## src/rtl/mem_arb_pkg.sv

```systemverilog
// mem_arb_pkg: shared types and constants for the two-port memory arbiter.
// Holds the FSM state enum, default bus widths and port indices.
package mem_arb_pkg;

    localparam int ADDR_W = 6;
    localparam int DATA_W = 32;

    localparam int PORT_I = 0;
    localparam int PORT_D = 1;

    typedef enum logic [1:0] {
        IDLE,
        ISSUE,
        WAIT,
        DONE
    } state_t;

endpackage

```

## src/rtl/mem_arbiter_if.sv

```systemverilog
// mem_arbiter_if: cache-port and memory-side signals of the arbiter.
// master = arbiter view, slave = caches plus main memory view.
interface mem_arbiter_if #(
    parameter int ADDR_W = mem_arb_pkg::ADDR_W,
    parameter int DATA_W = mem_arb_pkg::DATA_W
) ();

    logic              p0_request;
    logic              p0_we;
    logic [ADDR_W-1:0] p0_addr;
    logic [DATA_W-1:0] p0_din;
    logic              p0_ready;
    logic [DATA_W-1:0] p0_rdata;

    logic              p1_request;
    logic              p1_we;
    logic [ADDR_W-1:0] p1_addr;
    logic [DATA_W-1:0] p1_din;
    logic              p1_ready;
    logic [DATA_W-1:0] p1_rdata;

    logic [1:0]        grant;

    logic              u_request;
    logic              u_we;
    logic [ADDR_W-1:0] u_addr;
    logic [DATA_W-1:0] u_din;
    logic              u_ready;
    logic [DATA_W-1:0] u_dout;

    modport master (
        input  p0_request, p0_we, p0_addr, p0_din,
        input  p1_request, p1_we, p1_addr, p1_din,
        input  u_ready, u_dout,
        output p0_ready, p0_rdata,
        output p1_ready, p1_rdata,
        output grant,
        output u_request, u_we, u_addr, u_din
    );

    modport slave (
        output p0_request, p0_we, p0_addr, p0_din,
        output p1_request, p1_we, p1_addr, p1_din,
        output u_ready, u_dout,
        input  p0_ready, p0_rdata,
        input  p1_ready, p1_rdata,
        input  grant,
        input  u_request, u_we, u_addr, u_din
    );

endinterface

```

## src/rtl/mem_arb_pick.sv

```systemverilog
// mem_arb_pick: combinational winner select between the two cache ports.
// MEM_ARB_RR_EN selects round-robin ties; otherwise port 0 always wins.
module mem_arb_pick (
`ifdef MEM_ARB_RR_EN
    input  logic       last,
`endif
    input  logic       req0,
    input  logic       req1,
    output logic [1:0] win
);

    always_comb begin
        win = 2'b00;
        unique case (1'b1)
            (req0 && !req1): win = 2'b01;
            (!req0 && req1): win = 2'b10;
            (req0 && req1): begin
`ifdef MEM_ARB_RR_EN
                // tie goes to whichever port did not win last time
                win = last ? 2'b01 : 2'b10;
`else
                win = 2'b01;
`endif
            end
            default: win = 2'b00;
        endcase
    end

endmodule

```

## src/rtl/mem_arbiter.sv

```systemverilog
// mem_arbiter: serialises I-cache (port 0) and D-cache (port 1) onto memory.
// Define MEM_ARB_RR_EN for round-robin ties instead of fixed priority.
module mem_arbiter #(
    parameter int ADDR_W = mem_arb_pkg::ADDR_W,
    parameter int DATA_W = mem_arb_pkg::DATA_W
) (
    input  logic          clk,
    input  logic          rst_n,
    mem_arbiter_if.master bus
);

    import mem_arb_pkg::*;

    state_t            state;
    state_t            nxt;
    logic [1:0]        win;
    logic [1:0]        grant_q;
    logic              load;
    logic              cap;
    logic              fin;
    logic              u_req_q;
    logic              u_we_q;
    logic [ADDR_W-1:0] u_addr_q;
    logic [DATA_W-1:0] u_din_q;
    logic              rdy0_q;
    logic              rdy1_q;
    logic [DATA_W-1:0] rd0_q;
    logic [DATA_W-1:0] rd1_q;

`ifdef MEM_ARB_RR_EN
    logic last;

    mem_arb_pick u_pick (
        .last (last),
        .req0 (bus.p0_request),
        .req1 (bus.p1_request),
        .win  (win)
    );
`else
    mem_arb_pick u_pick (
        .req0 (bus.p0_request),
        .req1 (bus.p1_request),
        .win  (win)
    );
`endif

    always_ff @(posedge clk) begin
        if (!rst_n) state <= IDLE;
        else        state <= nxt;
    end

    always_comb begin
        nxt  = state;
        load = 1'b0;
        cap  = 1'b0;
        fin  = 1'b0;
        unique case (state)
            IDLE: begin
                if (|win) begin
                    nxt  = ISSUE;
                    load = 1'b1;
                end
            end
            ISSUE: nxt = WAIT;
            WAIT: begin
                if (bus.u_ready) begin
                    nxt = DONE;
                    cap = 1'b1;
                end
            end
            DONE: begin
                nxt = IDLE;
                fin = 1'b1;
            end
            default: nxt = IDLE;
        endcase
    end

    always_ff @(posedge clk) begin
        if (!rst_n) begin
            grant_q  <= '0;
            u_req_q  <= 1'b0;
            u_we_q   <= 1'b0;
            u_addr_q <= '0;
            u_din_q  <= '0;
            rdy0_q   <= 1'b0;
            rdy1_q   <= 1'b0;
            rd0_q    <= '0;
            rd1_q    <= '0;
`ifdef MEM_ARB_RR_EN
            last     <= 1'b1;
`endif
        end else begin
            u_req_q <= 1'b0;
            rdy0_q  <= 1'b0;
            rdy1_q  <= 1'b0;
            if (load) begin
                grant_q <= win;
                u_req_q <= 1'b1;
`ifdef MEM_ARB_RR_EN
                last    <= win[PORT_D];
`endif
                unique case (1'b1)
                    win[PORT_I]: begin
                        u_we_q   <= bus.p0_we;
                        u_addr_q <= bus.p0_addr;
                        u_din_q  <= bus.p0_din;
                    end
                    win[PORT_D]: begin
                        u_we_q   <= bus.p1_we;
                        u_addr_q <= bus.p1_addr;
                        u_din_q  <= bus.p1_din;
                    end
                    default: ;
                endcase
            end
            if (cap) begin
                rdy0_q <= grant_q[PORT_I];
                rdy1_q <= grant_q[PORT_D];
                if (grant_q[PORT_I]) rd0_q <= bus.u_dout;
                if (grant_q[PORT_D]) rd1_q <= bus.u_dout;
            end
            if (fin) grant_q <= '0;
        end
    end

    assign bus.grant     = grant_q;
    assign bus.u_request = u_req_q;
    assign bus.u_we      = u_we_q;
    assign bus.u_addr    = u_addr_q;
    assign bus.u_din     = u_din_q;
    assign bus.p0_ready  = rdy0_q;
    assign bus.p1_ready  = rdy1_q;
    assign bus.p0_rdata  = rd0_q;
    assign bus.p1_rdata  = rd1_q;

endmodule

```

## src/flat_wrapper.sv

```systemverilog
// flat-port wrapper written by rule: the top's interface ports become plain ports
module mem_arbiter_flat import mem_arb_pkg::*;
#(
    parameter int ADDR_W = mem_arb_pkg::ADDR_W,
    parameter int DATA_W = mem_arb_pkg::DATA_W
)
  (clk, rst_n, bus_p0_request, bus_p0_we, bus_p0_addr, bus_p0_din, bus_p1_request, bus_p1_we, bus_p1_addr, bus_p1_din, bus_u_ready, bus_u_dout, bus_p0_ready, bus_p0_rdata, bus_p1_ready, bus_p1_rdata, bus_grant, bus_u_request, bus_u_we, bus_u_addr, bus_u_din);
  mem_arbiter_if #(.ADDR_W(ADDR_W), .DATA_W(DATA_W)) bus_i ();
  input  logic clk;
  input  logic rst_n;
  input wire logic [$bits(bus_i.p0_request)-1:0] bus_p0_request;
  input wire logic [$bits(bus_i.p0_we)-1:0] bus_p0_we;
  input wire logic [$bits(bus_i.p0_addr)-1:0] bus_p0_addr;
  input wire logic [$bits(bus_i.p0_din)-1:0] bus_p0_din;
  input wire logic [$bits(bus_i.p1_request)-1:0] bus_p1_request;
  input wire logic [$bits(bus_i.p1_we)-1:0] bus_p1_we;
  input wire logic [$bits(bus_i.p1_addr)-1:0] bus_p1_addr;
  input wire logic [$bits(bus_i.p1_din)-1:0] bus_p1_din;
  input wire logic [$bits(bus_i.u_ready)-1:0] bus_u_ready;
  input wire logic [$bits(bus_i.u_dout)-1:0] bus_u_dout;
  output wire logic [$bits(bus_i.p0_ready)-1:0] bus_p0_ready;
  output wire logic [$bits(bus_i.p0_rdata)-1:0] bus_p0_rdata;
  output wire logic [$bits(bus_i.p1_ready)-1:0] bus_p1_ready;
  output wire logic [$bits(bus_i.p1_rdata)-1:0] bus_p1_rdata;
  output wire logic [$bits(bus_i.grant)-1:0] bus_grant;
  output wire logic [$bits(bus_i.u_request)-1:0] bus_u_request;
  output wire logic [$bits(bus_i.u_we)-1:0] bus_u_we;
  output wire logic [$bits(bus_i.u_addr)-1:0] bus_u_addr;
  output wire logic [$bits(bus_i.u_din)-1:0] bus_u_din;
  assign bus_i.p0_request = bus_p0_request;
  assign bus_i.p0_we = bus_p0_we;
  assign bus_i.p0_addr = bus_p0_addr;
  assign bus_i.p0_din = bus_p0_din;
  assign bus_i.p1_request = bus_p1_request;
  assign bus_i.p1_we = bus_p1_we;
  assign bus_i.p1_addr = bus_p1_addr;
  assign bus_i.p1_din = bus_p1_din;
  assign bus_i.u_ready = bus_u_ready;
  assign bus_i.u_dout = bus_u_dout;
  assign bus_p0_ready = bus_i.p0_ready;
  assign bus_p0_rdata = bus_i.p0_rdata;
  assign bus_p1_ready = bus_i.p1_ready;
  assign bus_p1_rdata = bus_i.p1_rdata;
  assign bus_grant = bus_i.grant;
  assign bus_u_request = bus_i.u_request;
  assign bus_u_we = bus_i.u_we;
  assign bus_u_addr = bus_i.u_addr;
  assign bus_u_din = bus_i.u_din;
  mem_arbiter #(.ADDR_W(ADDR_W), .DATA_W(DATA_W)) u_core (.clk(clk), .rst_n(rst_n), .bus(bus_i));
endmodule
```

## config.mk

```make
export PLATFORM = sky130hd
export DESIGN_NAME = mem_arbiter_flat
export DESIGN_NICKNAME = d
export VERILOG_FILES = /design/src/rtl/mem_arb_pkg.sv /design/src/rtl/mem_arbiter_if.sv /design/src/rtl/mem_arb_pick.sv /design/src/rtl/mem_arbiter.sv /design/src/flat_wrapper.sv
export SDC_FILE = /design/constraint.sdc
export NUM_CORES = 1
export LEC_CHECK = 0
export CAP_MARGIN = 20
export CORE_UTILIZATION = 36
export CTS_BUF_LIST = sky130_fd_sc_hd__clkbuf_4 sky130_fd_sc_hd__clkbuf_8 sky130_fd_sc_hd__clkbuf_16
export CTS_CLUSTER_SIZE = 14
export DETAILED_ROUTE_END_ITERATION = 6
export GPL_TIMING_DRIVEN = 0
export PLACE_DENSITY_LB_ADDON = 0.12
export SLEW_MARGIN = 30
export SYNTH_ARGS = -nofsm -noshare
export SYNTH_HDL_FRONTEND = slang
export SYNTH_SLANG_ARGS = --single-unit
export TNS_END_PERCENT = 1
```

## constraint.sdc

```tcl
create_clock -name clk -period 1.38 [get_ports clk]
set_input_delay 0.207 -clock clk [delete_from_list [all_inputs] [get_ports clk]]
set_output_delay 0.207 -clock clk [all_outputs]
set_load 0.02 [all_outputs]
```

# Word level (Yosys, flattened, before mapping)
# Cells that the tools add are included.
[op_classes]
n_mux = 13
bitwise_logic = 1
eq_ne = 5
reduce_logical = 15
[op_table]
columns = ["operator", "n"]
rows = [
  ["$pmux W32 S2", 1],
  ["$pmux W6 S2", 1],
  ["$reduce_and A2 Y1", 5],
  ["$pmux W2 S4", 1],
  ["$mux W1", 6],
  ["$reduce_or A2 Y1", 3],
  ["$eq A2 B2 Y1 const B", 2],
  ["$mux W2", 2],
  ["$pmux W2 S2", 1],
  ["$logic_and A1 B1 Y1", 3],
  ["$eq A2 B1 Y1 const B", 1],
  ["$logic_not A1 Y1", 2],
  ["$logic_not A2 Y1", 1],
  ["$ne A2 B1 Y1 const B", 1],
  ["$ne A2 B2 Y1 const B", 1],
  ["$pmux W1 S2", 1],
  ["$reduce_bool A2 Y1", 1],
  ["$not A1 Y1", 1],
]
[word_totals]
wordCells = 44
ff_bits = 110
in_bits = 115

# Logic depth before layout (Yosys ltp)
# Gate-level depths: netlist (run 1).
[logic_depth]
depth_word = 8
ltp_mapped = 7
ltp_nobuf = 5

# Cells and area by module
# From an unflattened synthesis (run 1), not the netlist that was laid out.
[hier_totals]
hier_cells = 488
area_unflattened_um2 = 4455.5
[by_module_without_submodules]
columns = ["module", "seq_area_each_um2", "cells_each", "instances", "area_each_um2"]
rows = [
  ["mem_arbiter", 2202.1, 486, 1, 4445.5],
  ["mem_arb_pick", 0.0, 2, 1, 10.0],
]

# Worst setup path before layout (run 1)
# OpenSTA, ideal clock, no wires.
[synth_timing]
path_type = "reg2reg"
start = "register u_core.state[0]"
end = "register u_core.rdy0_q, in the netlist u_core.bus.p0_ready"
arrival_ps = 1232
setup_time_ps = 115
stages_incl_launch_ff = 7
slack_ps = 33
n_path_buf = 2
cell_sequence = "dfxtp_1 -> inv_1 -> ha_1 -> and3_1 -> buf_2 -> buf_4 -> and2_1"
[synth_via]
elab_chain_len = 3
[synth_rtl]
columns = ["item", "line_no", "rtl"]
rows = [
  ["from (decl)", "mem_arbiter.sv:14", "state_t state;"],
  ["from (signal assigned)", "mem_arbiter.sv:49", "else state <= nxt;"],
  ["$eq A2 B2 Y1", "mem_arbiter.sv:57", "unique case (state)"],
  ["$mux W1", "mem_arbiter.sv:57", ""],
  ["$reduce_and A2 Y1 (no source line)", "-", ""],
  ["to (signal assigned)", "mem_arbiter.sv:118", "rdy0_q <= grant_q[PORT_I];"],
  ["to (decl)", "mem_arbiter.sv:25", "logic rdy0_q;"],
]
# Every way passes these cells.
# A chain may end at the register's enable or synchronous reset.

# Final worst setup path (run 1)
[layout_timing]
start = "register u_core.grant_q[0], in the netlist u_core.bus.grant[0]"
end = "output port bus_grant[0]"
[layout_rtl]
columns = ["item", "line_no", "rtl"]
rows = [
  ["from (decl)", "mem_arbiter.sv:17", "logic [1:0] grant_q;"],
  ["from (signal assigned)", "mem_arbiter.sv:98", "grant_q <= win;"],
  ["to (decl)", "flat_wrapper.sv:25", "output wire logic [$bits(bus_i.grant)-1:0] bus_grant;"],
]
# No word-level cell between the ends.

==> impl_metrics.csv, run 1 <==
group,metric,value,unit
clocking,cts_sinks,110,
clocking,cts_tree,"done",
timing,fin_skew,0.00903,ns
route,wl_per_cell,14.6,um
synth,syn_avg_cell_area,8.20,um2
timing,worst_slack,0.0552,ns
die,num_rows,39,
route,final_antenna_net_count,0,
power_and_ir_drop,net-switching-power,3.30,mW
global_routing,grt_max_degree,18,
clocking,cts-root-buf,"clkbuf_16",
route,drc_errors,13,
power_and_ir_drop,power_density,1440,nW/um2
clocking,cts_buffer_depth,2,
timing,rsz0062_at_grt,"yes",
timing,slew_headroom,0.643,
global_routing,grt_overflow,0,
timing,fin_tns_setup,0,ns
route,routed_wl,13400,um
setup_path,crit_family,"flip-flops",
die,dieWidth,112,um
setup_path,crit_fanout,4,
place,dpl.hpwl,10100,um
clocking,clk_latency,0.35,ns
synth,syn_nets,650,
setup_path,arrival,1.12,ns
setup_path,crit_cells,1,
finish,fin_area,7140,um2
global_routing,antenna_found_initial,0,
setup_path,cp-end-kind,"primary output",
finish,num_antenna_cells,0,
timing,clock.fmax,755,MHz
synth,synthCells,531,
die,die_h,112,um
timing,final.min_clock_period,1.32,ns
timing,hold_ws,0.209,ns
die,die_area,12500,um2
finish,syn_to_final_growth,64.1,%
die,io_pins,223,
setup_path,required,1.17,ns
setup_path,cp_num_buf_inv,1,
global_routing,grt_pass1_vias,4304,
power_and_ir_drop,internal-power,6.96,mW
setup_path,startpoint,"u_core.bus.grant[0]$_SDFFE_PP0P_",
synth,seq_area_frac_synth,0.506,
min_path,hold_start,"bus_p0_request",
timing,setup_viol,0,
global_routing,grt_pass1_wl,21400,um
power_and_ir_drop,combPwrFrac,0.337,
route,via_per_inst,4.86,
route,drt_pass1_iterations,6,
clocking,cts_inserted_buffers,9,
synth,yosysWarnings,0,
min_path,min_path_type,"input port to flip-flop",
finish,post-route-util,0.615,
power_and_ir_drop,p_leak,3.14,nW
place,detailedPlace.worstSlack,-0.346,ns
die,initial_core_util,0.375,
place,gp_congestion,0.764,
setup_path,crit_end,"bus_grant[0]",
setup_path,crit_type,"flip-flop to primary output",
setup_path,cp-start-kind,"flip-flop",
finish,fin_nets,886,
setup_path,slowest_stage,"dfxtp_1",
timing,post-route-period-util,0.960,
global_routing,globalRouteTotalUtil,0.214,
power_and_ir_drop,p_sw_frac,0.322,
status,outcome,"complete, but fails checks",
timing,max_slew.worst_pin.slew,0.535,ns
die,core_area,11600,um2
timing,hold_violations,0,
power_and_ir_drop,p_clk_frac,0.277,
route,drtIter0Drc,198,
clocking,postCtsHoldBufs,0,
timing,slew_viol_final,0,
finish,drive_above_1_share,0.0803,
place,io_buffers,221,
power_and_ir_drop,peakVddDrop,681,uV
power_and_ir_drop,p_seq_frac,0.385,
setup_path,r2r_start,"u_core.state[1]$_SDFFE_PN0P_",
setup_path,slowest_delay,0.39,ns
clocking,htree_levels,3,
setup_path,regToRegEndpoint,"u_core.bus.u_din[28]$_SDFFE_PN0P_",
place,placed_area,6750,um2
status,violations,"DRC",
synth,ys_ff_latch,110,
flow_run,max-cap-violations,0,
route,vias,4443,
setup_path,path_cells,"dlygate4sd2_1",
clocking,path_clk_slew,0.07,ns
setup_path,r2r_setup_slack,0.06,ns
synth,netlist_area,4350,um2
setup_path,reg2regPathDepth,7,
synth,yosys.cell_types.count,25,
-- Yosys cell counts, drive strengths merged --
| cell type | number | area, um2 |
|---|---|---|
| a211oi | 1 | 7.51 |
| a21boi | 64 | 480 |
| a21oi | 2 | 10.0 |
| a22oi | 1 | 7.51 |
| a31oi | 39 | 244 |
| and2 | 3 | 18.8 |
| and2b | 1 | 7.51 |
| and3 | 2 | 12.5 |
| buf | 28 | 199 |
| clkbuf | 15 | 56.3 |
| dfxtp | 110 | 2200 |
| ha | 4 | 50.1 |
| inv | 3 | 11.3 |
| mux2i | 1 | 10.0 |
| nand2 | 209 | 785 |
| nand2b | 2 | 12.5 |
| nand3 | 2 | 10.0 |
| nor2 | 1 | 3.75 |
| nor3b | 1 | 7.51 |
| o21a | 2 | 15.0 |
| o21ai | 39 | 195 |
| o31a | 1 | 8.76 |
-- cell families after synthesis --
kind of cell | share of synthesized area
simple gates | 0.197
compound gates | 0.222
flops | 0.506
buf+inv | 0.0612
fa+ha+maj | 0.0115
mux | 0.00230
-- state kept, by name, indices dropped and copies added, names as in the netlist --
register / count
u_core.bus.p1_ready: 1
u_core.bus.u_request: 1
u_core.bus.p0_ready: 1
u_core.bus.u_addr: 6
u_core.state: 2
u_core.bus.p0_rdata: 32
u_core.bus.u_din: 32
u_core.bus.p1_rdata: 32
u_core.bus.grant: 2
u_core.bus.u_we: 1
-- layout by cell type (no fill, tap or decap), drive strengths merged --
cell / synthesis / routed
a21boi: 64 / 64
clkinvlp: 0 / 1
a211oi: 1 / 1
o21ai: 39 / 39
nand3: 2 / 2
buf: 28 / 30
clkdlybuf4s15: 0 / 1
nor3b: 1 / 1
clkdlybuf4s50: 0 / 112
dlygate4sd2: 0 / 107
clkbuf: 15 / 28
bufinv: 0 / 2
ha: 4 / 4
o21a: 2 / 2
a31oi: 39 / 39
and2: 3 / 3
a22oi: 1 / 1
inv: 3 / 4
dfxtp: 110 / 110
nand2: 209 / 209
mux2i: 1 / 1
a21oi: 2 / 2
and3: 2 / 2
clkinv: 0 / 1
o31a: 1 / 1
nor2: 1 / 1
dlymetal6s2s: 0 / 1
and2b: 1 / 1
nand2b: 2 / 2
-- worst min path at each step --
stage,cells past startpoint,to
floorplan,1,u_core.bus.grant[1]$_SDFFE_PP0P_
global placement,2,u_core.bus.p0_rdata[19]$_SDFFE_PN0P_
detailed placement,2,u_core.bus.p0_rdata[7]$_SDFFE_PN0P_
CTS,3,u_core.bus.grant[1]$_SDFFE_PP0P_
global route,2,u_core.bus.grant[1]$_SDFFE_PP0P_
finish,2,u_core.bus.grant[1]$_SDFFE_PP0P_
-- stage by stage --
step / instances / power [mW]
CTS: 911 / 10.0
detailed placement: 895 / 7.41
floorplan: 531 / 5.79
global route: 915 / 10.8
finish: 915 / 10.3
global placement: 895 / 7.36
-- final cells by class --
cell class	count	area, um2
Fill cell	1069	4470
Sequential cell	110	2210
Timing Repair Buffer	225	2130
Multi-Input combinational cell	375	1930
Buffer	43	355
Clock buffer	11	246
Tap cell	143	179
Clock inverter	5	81.3
Inverter	3	16.3
-- routing by layer --
metal  global-route usage  up-vias  wire [um]
li1                     -     2233          -
met1                0.258     2060       5670
met2                0.375      135       6680
met3               0.0408       15        770
met4               0.0880        0        254
met5                    0        -          0
-- power by group through the flow --
stage	clock (mW)	sequential (mW)	combinational, mW
floorplan	0	4.53	1.26
global placement	0	3.97	3.38
detailed placement	0	4.00	3.42
CTS	2.90	3.94	3.18
global route	3.03	4.02	3.73
finish	2.85	3.96	3.46
-- timing repair --
| action | 4_1_cts | 5_1_grt |
|---|---|---|
| setup endpoints to repair | 211 | 101 |
| cloned | 0 | 1 |
| gates resized for setup | 125 | 37 |
| pin swaps | 0 | 1 |
| setup buffers | 0 | 3 |
Note: power is estimated with default switching activity, not from simulation.
==> run 2, diff against run 1 <==
--- a/config.mk
+++ b/config.mk
@@ -5,8 +5,9 @@
 export SDC_FILE = /design/constraint.sdc
 export NUM_CORES = 1
 export LEC_CHECK = 0
+export ABC_AREA = 1
 export CAP_MARGIN = 20
-export CORE_UTILIZATION = 36
+export CORE_UTILIZATION = 38
 export CTS_BUF_LIST = sky130_fd_sc_hd__clkbuf_4 sky130_fd_sc_hd__clkbuf_8 sky130_fd_sc_hd__clkbuf_16
 export CTS_CLUSTER_SIZE = 14
 export DETAILED_ROUTE_END_ITERATION = 6
==> run 2 against run 1 <==
Compared with the run above: the flow now finishes without violations; clock power increased by 1%; synthesized cell count increased by 42%; clock skew decreased by 0.0044 ns; sequential power about the same; final cell count increased by 28%; first-iteration DRC count increased by 40%; synthesized area increased by 15%; non-clock buffer count increased by 25; wire length increased by 16%; worst setup slack got worse by 0.028 ns; critical path depth increased by 7; register-to-register slack got worse by 0.03 ns; largest power group is now combinational cells.
==> impl_metrics.csv, run 2 <==
group,metric,value,unit
finish,drive_above_1_share,0.0919,
synth,synth_area_leaders,"dfxtp_1 (44%), nand2_1 (14%), nor2_1 (9.7%)",
setup_path,crit_family,"buffers and inverters",
power_and_ir_drop,peakVddDrop,840,uV
timing,post-route-period-util,0.980,
status,outcome,"complete, no violations",
timing,slew_viol_final,0,
timing,rsz0062_at_grt,"yes",
timing,clock.fmax,739,MHz
place,gp_congestion,0.811,
setup_path,crit_fanout,10,
global_routing,antenna_found_initial,0,
die,initial_core_util,0.393,
synth,synth_ff_type,"dfxtp_1",
synth,synth_top_area_share,0.440,
synth,syn_nets,872,
synth,seq_area_frac_synth,0.440,
flow_run,max-cap-violations,0,
setup_path,slowest_stage,"dfxtp_4",
synth,synth.cells.most_frequent,"nand2_1 (189), nor2_1 (129), dfxtp_1 (110), inv_1 (82), a21oi_1 (66)",
global_routing,use_met1,0.257,
finish,fin_area,7930,um2
global_routing,grt_pass1_vias,5053,
setup_path,cp-start-kind,"flip-flop",
die,dieWidth,117,um
setup_path,slowest_delay,0.38,ns
setup_path,cp-end-kind,"flip-flop",
global_routing,grt_overflow,0,
route,routed_wl,15500,um
global_routing,grt_use_met3,0.0597,
timing,setup_viol,0,
synth,yosys.cell_types.count,15,
synth,synth_edf_count,0,
finish,final_cell_mix,"nand2_1 (188), nor2_1 (128), clkdlybuf4s50_1 (112)",
synth,ys_ff_latch,110,
die,die_area,13600,um2
global_routing,gr-usage-met2,0.409,
timing,hold_ws,0.150,ns
die,num_rows,41,
setup_path,arrival,1.61,ns
setup_path,r2r_setup_slack,0.03,ns
global_routing,grt_pass1_wl,23900,um
timing,fin_skew,0.00464,ns
route,drc_errors,0,
finish,syn_to_final_growth,58.5,%
place,placed_area,7420,um2
setup_path,required,1.64,ns
timing,max_slew.worst_pin.slew,0.484,ns
finish,fin_nets,1115,
clocking,path_clk_slew,0.07,ns
timing,final.min_clock_period,1.35,ns
synth,synthCells,753,
place,dpl.hpwl,11400,um
setup_path,reg2regPathDepth,8,
min_path,min_path_type,"input port to flip-flop",
global_routing,top_usage_layer,"met2",
clocking,cts_buffer_depth,2,
die,die_h,117,um
finish,n_fill_cell,1312,
synth,syn_avg_cell_area,6.64,um2
route,wl_per_cell,13.2,um
place,io_buffers,220,
route,via_per_inst,4.64,
clocking,cts-root-buf,"clkbuf_16",
synth,netlist_area,5000,um2
global_routing,globalRouteTotalUtil,0.227,
setup_path,crit_type,"flip-flop to flip-flop",
clocking,htree_levels,3,
route,drtIter0Drc,278,
clocking,clk_latency,0.36,ns
power_and_ir_drop,power_density,1530,nW/um2
timing,slew_headroom,0.677,
route,vias,5446,
die,core_area,12700,um2
clocking,cts_sinks,110,
clocking,cts_inserted_buffers,9,
route,drt_pass1_iterations,4,
synth,async_flop_share,0,
route,final_antenna_net_count,0,
synth,yosysMostFrequentCell,"nand2_1",
min_path,hold-path-cell-count,3,
setup_path,path_cells,"inv_4, ha_4, buf_4, o21ai_2, buf_4, nand2_1, nand2_1, nor2_1",
synth,yosysWarnings,0,
power_and_ir_drop,p_leak,3.82,nW
global_routing,grt_max_degree,19,
clocking,cts_tree,"done",
finish,final_common_cell,"nand2_1",
power_and_ir_drop,power,12.1,mW
finish,num_antenna_cells,0,
synth,synth_top_area_cell,"dfxtp_1",
timing,hold_violations,0,
die,io_pins,223,
setup_path,cp_num_buf_inv,3,
setup_path,crit_cells,8,
==> run 2: cell count changes after synthesis, sizes merged, moves of 38 or more <==
cell	previous run	this run
a21boi	64	1
a21oi	2	66
a31oi	39	0
inv	3	86
nand3	2	42
nand4	0	64
nor2	1	129
o21ai	39	1
==> run 2: power by group <==
| part | internal (mW) | total [mW] | leakage (nW) | switching (mW) |
|---|---|---|---|---|
| registers | 3.71 | 3.96 | 0.898 | 0.252 |
| logic | 2.25 | 5.26 | 2.76 | 3.01 |
| clock network | 1.65 | 2.89 | 0.156 | 1.23 |
| total | 7.61 | 12.1 | 3.82 | 4.50 |
==> run 2: cell type report <==
type	count	area (um2)	area share
clock inverter	6	92.6	0.0117
inverter	86	328	0.0413
sequential	110	2210	0.279
buffer	61	383	0.0483
tap	172	215	0.0271
multi-input combinational	496	2250	0.284
timing repair buffer	232	2210	0.279
clock buffer	10	239	0.0301
==> run 2: through the flow <==
step	utilization	std cells	setup TNS (ns)	setup WS, ns
2_1_floorplan	-	753	0	0.126
3_3_place_gp	0.583	1145	-18.19	-0.263
3_5_place_dp	0.583	1145	-21.15	-0.301
4_1_cts	0.603	1161	-1.86	-0.0512
5_1_grt	0.623	1173	-1.25	-0.0636
6_report	0.623	1173	0	0.0273
==> run 2: worst paths after layout <==
kind	from	to
setup reg to reg	u_core.state[1]$_SDFFE_PN0P_	u_core.bus.u_din[19]$_SDFFE_PN0P_
setup / recovery	u_core.state[1]$_SDFFE_PN0P_	u_core.bus.u_din[19]$_SDFFE_PN0P_
hold / removal	rst_n	u_core.bus.u_we$_SDFFE_PN0P_
hold reg to reg	u_core.bus.p1_rdata[23]$_SDFFE_PN0P_	u_core.bus.p1_rdata[23]$_SDFFE_PN0P_
==> run 2: what timing repair did <==
action,in CTS,in global routing
setup endpoints to repair,211,104
gates resized for setup,129,52
setup buffers,0,9
pin swaps,0,4
cloned,0,3
hold buffers,0,0
==> run 2: worst min-delay path, stage by stage <==
cell,delay (ns)
buf_2,0.15
nand2_1,0.07
nor2_1,0.04
==> run 2: cell families (layout without fill, tap and decap cells) <==
group / Yosys count / in the layout / synth area share
DFF: 110 / 110 / 0.440
buffers and inverters: 147 / 395 / 0.121
adders and majority gates: 4 / 4 / 0.0100
AOI/OAI and AO/OA: 68 / 68 / 0.0685
and+or+nand+nor: 424 / 424 / 0.361
==> run 2: per-layer routing <==
metal,vias to the layer above,routed length (um)
met5,-,0
met4,0,256
met3,19,1230
met2,185,7600
met1,2372,6430
li1,2870,-
